<file path="src/rtl/pipeline_hazard_control.sv">
// Hazard sequencer for the IF/ID and ID/EX registers: load-use stalls, redirect flushes,
// data-memory freeze, plus saturating stall/flush performance counters.
module pipeline_hazard_control #(
    parameter int REG_ADDR_WIDTH = 5,
    parameter int FLUSH_CYCLES   = 1,
    parameter int CNT_WIDTH      = 32
) (
    input  logic                      clk,
    input  logic                      rst,
    input  logic [REG_ADDR_WIDTH-1:0] id_read_addr1,
    input  logic [REG_ADDR_WIDTH-1:0] id_read_addr2,
    input  logic                      id_uses_rs2,
    input  logic                      ex_mem_rd_en,
    input  logic                      ex_reg_wr_en,
    input  logic [REG_ADDR_WIDTH-1:0] ex_reg_wr_addr,
    input  logic                      ex_branch_taken,
    input  logic                      ex_jump_inst,
    input  logic                      mem_busy,
    input  logic                      cnt_clr,
    output logic                      pc_write_en,
    output logic                      pc_redirect,
    output logic                      if_id_write_en,
    output logic                      if_id_flush,
    output logic                      id_ex_write_en,
    output logic                      id_ex_bubble,
    output logic [CNT_WIDTH-1:0]      stall_count,
    output logic [CNT_WIDTH-1:0]      flush_count
);

    localparam int FL_W = ($clog2(FLUSH_CYCLES + 1) < 1) ? 1 : $clog2(FLUSH_CYCLES + 1);

    typedef enum logic [1:0] {
        S_RUN      = 2'd0,
        S_FLUSH    = 2'd1,
        S_MEM_WAIT = 2'd2
    } state_t;

    state_t          state, state_nx;
    state_t          ret_state, ret_nx;
    state_t          eff_state;
    logic [FL_W-1:0] flush_left, left_nx;
    logic            load_use;
    logic            redirect;
    logic            stall_inc;
    logic            flush_inc;

    function automatic logic [CNT_WIDTH-1:0] sat_inc(input logic [CNT_WIDTH-1:0] v);
        if (v == {CNT_WIDTH{1'b1}})
            return v;
        return v + CNT_WIDTH'(1);
    endfunction

    // Register 0 is hard-wired to zero, so a load targeting it can never create a hazard.
    assign load_use = ex_mem_rd_en & ex_reg_wr_en & (ex_reg_wr_addr != '0) &
                      ((ex_reg_wr_addr == id_read_addr1) |
                       (id_uses_rs2 & (ex_reg_wr_addr == id_read_addr2)));
    assign redirect = ex_branch_taken | ex_jump_inst;

    // Leaving MEM_WAIT behaves exactly as the state that was frozen.
    assign eff_state = (state == S_MEM_WAIT) ? ret_state : state;

    always_comb begin
        pc_write_en    = 1'b0;
        pc_redirect    = 1'b0;
        if_id_write_en = 1'b0;
        if_id_flush    = 1'b0;
        id_ex_write_en = 1'b0;
        id_ex_bubble   = 1'b0;
        state_nx       = state;
        ret_nx         = ret_state;
        left_nx        = flush_left;
        flush_inc      = 1'b0;

        if (rst) begin
            state_nx = S_RUN;
        end else if (mem_busy) begin
            state_nx = S_MEM_WAIT;
            if (state != S_MEM_WAIT)
                ret_nx = state;
        end else if (redirect) begin
            pc_write_en    = 1'b1;
            pc_redirect    = 1'b1;
            if_id_write_en = 1'b1;
            if_id_flush    = 1'b1;
            id_ex_write_en = 1'b1;
            id_ex_bubble   = 1'b1;
            flush_inc      = 1'b1;
            if (FLUSH_CYCLES > 1) begin
                state_nx = S_FLUSH;
                left_nx  = FL_W'(FLUSH_CYCLES - 1);
            end else begin
                state_nx = S_RUN;
            end
        end else if (eff_state == S_FLUSH) begin
            pc_write_en    = 1'b1;
            if_id_write_en = 1'b1;
            if_id_flush    = 1'b1;
            id_ex_write_en = 1'b1;
            id_ex_bubble   = 1'b1;
            left_nx        = flush_left - FL_W'(1);
            state_nx       = (flush_left == FL_W'(1)) ? S_RUN : S_FLUSH;
        end else if (load_use) begin
            id_ex_write_en = 1'b1;
            id_ex_bubble   = 1'b1;
            state_nx       = S_RUN;
        end else begin
            pc_write_en    = 1'b1;
            if_id_write_en = 1'b1;
            id_ex_write_en = 1'b1;
            state_nx       = S_RUN;
        end
    end

    assign stall_inc = ~rst & ~pc_write_en;

    always_ff @(posedge clk) begin
        if (rst) begin
            state       <= S_RUN;
            ret_state   <= S_RUN;
            flush_left  <= '0;
            stall_count <= '0;
            flush_count <= '0;
        end else begin
            state      <= state_nx;
            ret_state  <= ret_nx;
            flush_left <= left_nx;
            if (cnt_clr) begin
                stall_count <= '0;
                flush_count <= '0;
            end else begin
                if (stall_inc)
                    stall_count <= sat_inc(stall_count);
                if (flush_inc)
                    flush_count <= sat_inc(flush_count);
            end
        end
    end

endmodule
</file>
<file path="config.mk">
export PLATFORM = sky130hd
export DESIGN_NAME = pipeline_hazard_control
export DESIGN_NICKNAME = d
export VERILOG_FILES = /design/src/rtl/pipeline_hazard_control.sv
export SDC_FILE = /design/constraint.sdc
export NUM_CORES = 1
export LEC_CHECK = 0
export CAP_MARGIN = 20
export CORE_UTILIZATION = 45
export CTS_CLUSTER_DIAMETER = 150
export DETAILED_ROUTE_END_ITERATION = 7
export PLACE_DENSITY_LB_ADDON = 0.12
export SLEW_MARGIN = 20
export SYNTH_ARGS = -nofsm -noshare
export SYNTH_HDL_FRONTEND = slang
export SYNTH_SLANG_ARGS = --single-unit
</file>
<file path="constraint.sdc">
create_clock -name clk -period 7 [get_ports clk]
set_input_delay 2.1 -clock clk [delete_from_list [all_inputs] [get_ports clk]]
set_output_delay 2.1 -clock clk [all_outputs]
set_load 0.03 [all_outputs]
</file>
==> flow_metrics.env, run 1 <==
export IMPL_critPathLaunch="ex_reg_wr_addr[0]"
export IMPL_drive_gt1_share_pct=5.69
export IMPL_io_pins=94
export IMPL_fin_worst_skew_ps=8.44
export IMPL_antenna_found_initial=0
export IMPL_ant_nets=0
export IMPL_drv_cap=0
export IMPL_synthDominantCellAreaShare_pct=39.8
export IMPL_drt_total_wl_um=8260
export IMPL_ir_worst_vdd_mv=0.106
export IMPL_fmax_mhz=159
export IMPL_r2r_slack_ps=4540
export IMPL_ys_dominant_reg_cell="dfxtp_1"
export IMPL_grt_max_degree=63
export IMPL_postSynthAreaPerCell_um2=8.29
export IMPL_total_power_mw=0.724
export IMPL_reg2reg_depth=8
export IMPL_drt_iter0_markers=115
export IMPL_setup_viol=0
export IMPL_synthArstFlopShare_pct=0
export IMPL_fp_dieW_um=89.8
export IMPL_ys_ff_latch=69
export IMPL_final_util_pct=62.8
export IMPL_synthTopCellsByCount="dfxtp_1, nor2_1, a21oi_1"
export IMPL_cts_resized_gates=0
export IMPL_num_vias=3414
export IMPL_cts_tree="yes"
export IMPL_die_h_um=89.8
export IMPL_synth_edf_count=0
export IMPL_gp_congestion=0.807
export IMPL_row_count=31
export IMPL_clock_path_buffers=2
export IMPL_ys_seq_area_share_pct=39.8
export IMPL_grt_use_total_pct=20.9
export IMPL_clock_latency_ps=330
export IMPL_tns_ps=0
export IMPL_synth_nets=445
export IMPL_hold_viol_final=0
export IMPL_synthTopCellsByArea="dfxtp_1, xor2_1, a21oi_1"
export IMPL_path_class="input pin to primary output"
export IMPL_crit_arrival_ps=4210
export IMPL_area_delta_synth_final_pct=33.2
export IMPL_worstSetupEndpointType="primary output"
export IMPL_rsz0062_at_grt="false"
export IMPL_synth_area_mm2=0.00347
export IMPL_dp_hpwl_um=5910
export IMPL_worst_pin_slew_ps=665
export IMPL_core_mm2=0.00737
export IMPL_wl_per_cell_um=13.6
export IMPL_drc_errors=0
export IMPL_start_util_pct=47.1
export IMPL_fin_cells=609
export IMPL_outcome="complete, no violations"
export IMPL_path_max_fanout=3
export IMPL_dpl_cell_count=594
export IMPL_dr_pass1_iters=4
export IMPL_post_cts_setup_buffers=0
export IMPL_final_nets=533
export IMPL_worst_r2r_startpoint="stall_count[0]"
export IMPL_p_leak_nw=1.41
export IMPL_rr_endpoint="stall_count[1]"
export IMPL_h_tree_depth=3
export IMPL_min_path_type="flip-flop to flip-flop"
export IMPL_holdBufCountCts=0
export IMPL_yosys_area_top_type="dfxtp_1"
export IMPL_cts_buffers=9
export IMPL_synth_cell_types=45
export IMPL_grt_pass1_vias=3095
export IMPL_antennaDiodeCount=0
export IMPL_required_ps=4900
export IMPL_viasPerCell=5.61
export IMPL_dieArea_mm2=0.00807
export IMPL_cts_sinks=69
export IMPL_fillCellCount=656
export IMPL_p_per_area_mw_per_mm2=156
export IMPL_syn_instance_count=419
export IMPL_grt_pass1_wl_um=14000
export IMPL_synth_most_common_cell="dfxtp_1"
export IMPL_fin_crit_sh_pct=90.1
export IMPL_max_slew_margin_pct=55.3
export IMPL_hold_ws_ps=443
export IMPL_min_from="flush_left"
export IMPL_yosysWarningCount=0
export IMPL_grt_overflow_total=0
export IMPL_cts_root_buf="clkbuf_8"
export IMPL_io_buffers=93
export IMPL_maxSlewViolCount=0
export IMPL_period_minus_slack_ps=6310
export IMPL_whs_endpoint="state[0]"
export IMPL_critPathLaunchType="input pin"
export IMPL_holdPathStages=1
export IMPL_clk_pin_slew_ps=60
[critical path: stages]
cell and delay, ps:
clkdlybuf4s50_1 460, or3_1 390, o311a_1 330, a31oi_1 220
clkdlybuf4s50_1 700
[sequential cells by signal, indices dropped and copies added, names as in the netlist]
name	count
flush_count	32
flush_left	1
ret_state	2
stall_count	32
state	2
[area by class of cell]
cell class | count | area [um2] | share of cell area [%]
clock buffer | 12 | 155 | 3.35
clock inverter | 2 | 10.0 | 0.216
inverter | 9 | 33.8 | 0.731
multi-input combinational | 323 | 1960 | 42.4
sequential | 69 | 1380 | 29.9
tap | 99 | 124 | 2.68
timing repair buffer | 95 | 958 | 20.7
[how the worst max path moves through the flow]
stage / cells after the start / endpoint
after floorplan: 4 / pc_write_en
after global placement: 5 / if_id_write_en
after detailed placement: 5 / if_id_write_en
after CTS: 5 / if_id_write_en
after global routing: 5 / if_id_write_en
final: 5 / if_id_write_en
[layer usage]
layer | global-route usage (%) | up-vias | part of all wire [%]
met1 | 25.8 | 1622 | 47
met3 | 4.91 | 4 | 3.9
met4 | 6.56 | 0 | 0.57
met5 | 0 | - | 0
met2 | 35.8 | 78 | 48
li1 | - | 1710 | -
[cell usage in the layout, fill, tap and decap left out, types with 4 or more instances in the layout]
cell type	count
nand4_1	20
o31ai_1	13
and4_1	7
inv_1	9
clkbuf_8	11
or2_2	4
nand2_1	32
clkdlybuf4s50_1	93
nand3_1	26
xnor2_1	16
o21ai_0	19
nor2_1	42
xor2_1	23
a21oi_1	35
nor3_1	10
dfxtp_1	69
or3_1	25
or4_1	15
[through the flow]
step / instance area [um2] / setup WS, ps
6_report: 4620 / 691
5_1_grt: 4620 / 600
4_1_cts: 4600 / 676
3_5_place_dp: 4440 / 684
3_3_place_gp: 4440 / 710
2_1_floorplan: 3470 / 1260
[kinds of logic after synthesis]
kind of cell	Yosys count	share of synthesized area (%)
and+or+nand+nor	201	31.8
AOI/OAI and AO/OA	80	13.8
DFF	69	39.8
xor gates and xnor gates	39	9.84
buffers and inverters	27	3.71
adders and majority gates	2	0.721
muxes	1	0.288
[where the power goes]
part           internal, mW  switching [mW]  leakage [nW]
sequential            0.393        0.000674         0.556
combinational        0.0237          0.0269         0.769
clock                 0.143           0.136        0.0881
total                 0.560           0.164          1.41
Power figures use the tool's default switching activity.
==> run 2: changes to the inputs <==
--- a/config.mk
+++ b/config.mk
@@ -9,3 +9,2 @@
 export CORE_UTILIZATION = 45
-export CTS_CLUSTER_DIAMETER = 150
 export DETAILED_ROUTE_END_ITERATION = 7
--- a/constraint.sdc
+++ b/constraint.sdc
@@ -3,2 +3,2 @@
 set_output_delay 2.1 -clock clk [all_outputs]
-set_load 0.03 [all_outputs]
+set_load 0.02 [all_outputs]
==> flow_metrics.env, run 2 (synthesis results as in run 1) <==
export IMPL_power_internal_mw=0.559
export IMPL_dr_pass1_iters=4
export IMPL_fin_worst_skew_ps=7.67
export IMPL_critPathLaunchType="input pin"
export IMPL_cts_resized_gates=0
export IMPL_fin_crit_sh_pct=89.3
export IMPL_drv_cap=0
export IMPL_grt_use_met2_pct=36.4
export IMPL_drive_gt1_share_pct=5.50
export IMPL_gp_congestion=0.806
export IMPL_met3_usage_pct=4.57
export IMPL_cpMostUsedCell="clkdlybuf4s50_1"
export IMPL_tns_ps=0
export IMPL_top_regs="flush_count: 32 flops, stall_count: 32 flops"
export IMPL_setup_viol=0
export IMPL_path_max_fanout=3
export IMPL_holdPathStages=1
export IMPL_cts_tree="yes"
export IMPL_multi_input_area_mm2=0.00196
export IMPL_maxSlewViolCount=0
export IMPL_core_mm2=0.00737
export IMPL_swShare_pct=22.8
export IMPL_critPathMaxStageDelay_ps=630
export IMPL_post_cts_setup_buffers=0
export IMPL_grt_pass1_vias=3133
export IMPL_worst_pin_slew_ps=941
export IMPL_grt_use_total_pct=21.1
export IMPL_crit_buf_inv=2
export IMPL_worst_r2r_startpoint="stall_count[0]"
export IMPL_io_buffers=93
export IMPL_final_nets=532
export IMPL_start_util_pct=47.1
export IMPL_cp_slowest_cell="clkdlybuf4s50_1"
export IMPL_max_slew_margin_pct=37.2
export IMPL_p_leak_nw=1.40
export IMPL_row_count=31
export IMPL_groute_layer_met1_usage_pct=26.1
export IMPL_layout_common_cells="clkdlybuf4s50_1, dfxtp_1, nor2_1"
export IMPL_total_power_mw=0.724
export IMPL_area_delta_synth_final_pct=32.6
export IMPL_die_h_um=89.8
export IMPL_antenna_found_initial=0
export IMPL_num_vias=3349
export IMPL_required_ps=4900
export IMPL_outcome="complete, no violations"
export IMPL_cts_buffers=9
export IMPL_pwr_share_seq_pct=54.4
export IMPL_fillCellCount=644
export IMPL_min_from="flush_left"
export IMPL_fmax_mhz=160
export IMPL_path_class="input pin to primary output"
export IMPL_p_comb_share_pct=6.6
export IMPL_grt_busiest_layer="met2"
export IMPL_final_util_pct=62.5
export IMPL_dieArea_mm2=0.00807
export IMPL_antennaDiodeCount=0
export IMPL_critPathLaunch="ex_reg_wr_addr[0]"
export IMPL_clock_latency_ps=340
export IMPL_grt_pass1_wl_um=14100
export IMPL_io_pins=94
export IMPL_viasPerCell=5.51
export IMPL_grt_max_degree=63
export IMPL_worstSetupEndpointType="primary output"
export IMPL_p_per_area_mw_per_mm2=157
export IMPL_cp_num_cells=5
export IMPL_holdBufCountCts=0
export IMPL_p_sw_mw=0.166
export IMPL_ir_worst_vdd_mv=0.111
export IMPL_fp_dieW_um=89.8
export IMPL_path_cells="clkdlybuf4s50_1 -> or3_1 -> o311a_1 -> a31oi_1 -> clkdlybuf4s50_1"
export IMPL_crit_arrival_ps=4150
export IMPL_drt_total_wl_um=8250
export IMPL_dp_hpwl_um=5850
export IMPL_min_path_type="flip-flop to flip-flop"
export IMPL_pwr_share_clk_pct=39.0
export IMPL_grt_overflow_total=0
export IMPL_ant_nets=0
export IMPL_period_minus_slack_ps=6250
export IMPL_rsz0062_at_grt="false"
export IMPL_critical_path_top_delay_family="buffers and inverters"
export IMPL_wl_per_cell_um=13.6
export IMPL_reg2reg_depth=7
export IMPL_hold_viol_final=0
export IMPL_clock_path_buffers=2
export IMPL_cts_root_buf="clkbuf_8"
export IMPL_clk_pin_slew_ps=70
export IMPL_fin_area_mm2=0.00460
export IMPL_seqCellArea_mm2=0.00138
export IMPL_drc_errors=0
export IMPL_drt_iter0_markers=175
export IMPL_dpl_cell_area_mm2=0.00444
export IMPL_cts_sinks=69
export IMPL_layout_commonest_cell="clkdlybuf4s50_1"
export IMPL_h_tree_depth=3
-- run 2: cell count changes in the layout (fill, tap and decap cells not counted), sizes merged --
cell and change:
buf -1
-- run 2: final timing paths --
| kind | slack, ps | to |
|---|---|---|
| setup reg to reg | 3950 | stall_count[21] |
| setup / recovery | 750 | pc_write_en |
| hold reg to reg | 440 | state[0] |
| hold / removal | 440 | state[0] |
-- run 2: worst reg2reg max path, delay by kind of cell (launching register included) --
family | cells | cell delay, ps
flops | 1 | 350
compound gates | 1 | 160
fa+ha+maj | 1 | 230
simple gates | 5 | 2260
-- run 2: area by class of cell --
class / count / share of cell area [%]
inverters: 9 / 0.734
flip-flops and latches: 69 / 30.0
well taps: 99 / 2.69
repair buffers: 94 / 20.4
multi-input cells: 323 / 42.6
clock inverters: 2 / 0.217
clock buffers: 12 / 3.37
-- run 2: stage by stage --
stage                     hold slack (ps)  cells  setup WS (ps)
after floorplan                       423    419           1440
after global placement                433    594            776
after detailed placement              436    594            735
after CTS                             446    608            734
after global routing                  463    608            650
final                                 444    608            748
-- run 2: power by group through the flow --
stage / logic [mW] / clock network (mW) / registers, mW
2_1_floorplan: 0.0251 / 0 / 0.403
3_3_place_gp: 0.0475 / 0 / 0.403
3_5_place_dp: 0.0482 / 0 / 0.403
4_1_cts: 0.0484 / 0.290 / 0.394
5_1_grt: 0.0521 / 0.308 / 0.393
6_report: 0.0480 / 0.283 / 0.394
-- run 2: layer usage --
layer / routed length [um] / share of wire [%]
met4: 71 / 0.86
met3: 350 / 4.2
met1: 3850 / 47
met2: 3970 / 48
met5: 0 / 0
==> run 3: changes to the inputs <==
clock period = 7.6 ns   (was 7 ns; I/O delays follow)
==> results of run 3 <==
Same layout as run 2 (identical final DEF). Status: complete, no violations.
Main changes from that run: setup slack after placement 735 ps -> 975 ps; setup slack after layout 748 ps -> 988 ps; register-to-register setup slack 3950 ps -> 4550 ps; total power 0.724 mW -> 0.667 mW; worst IR drop on VDD 0.111 mV -> 0.102 mV
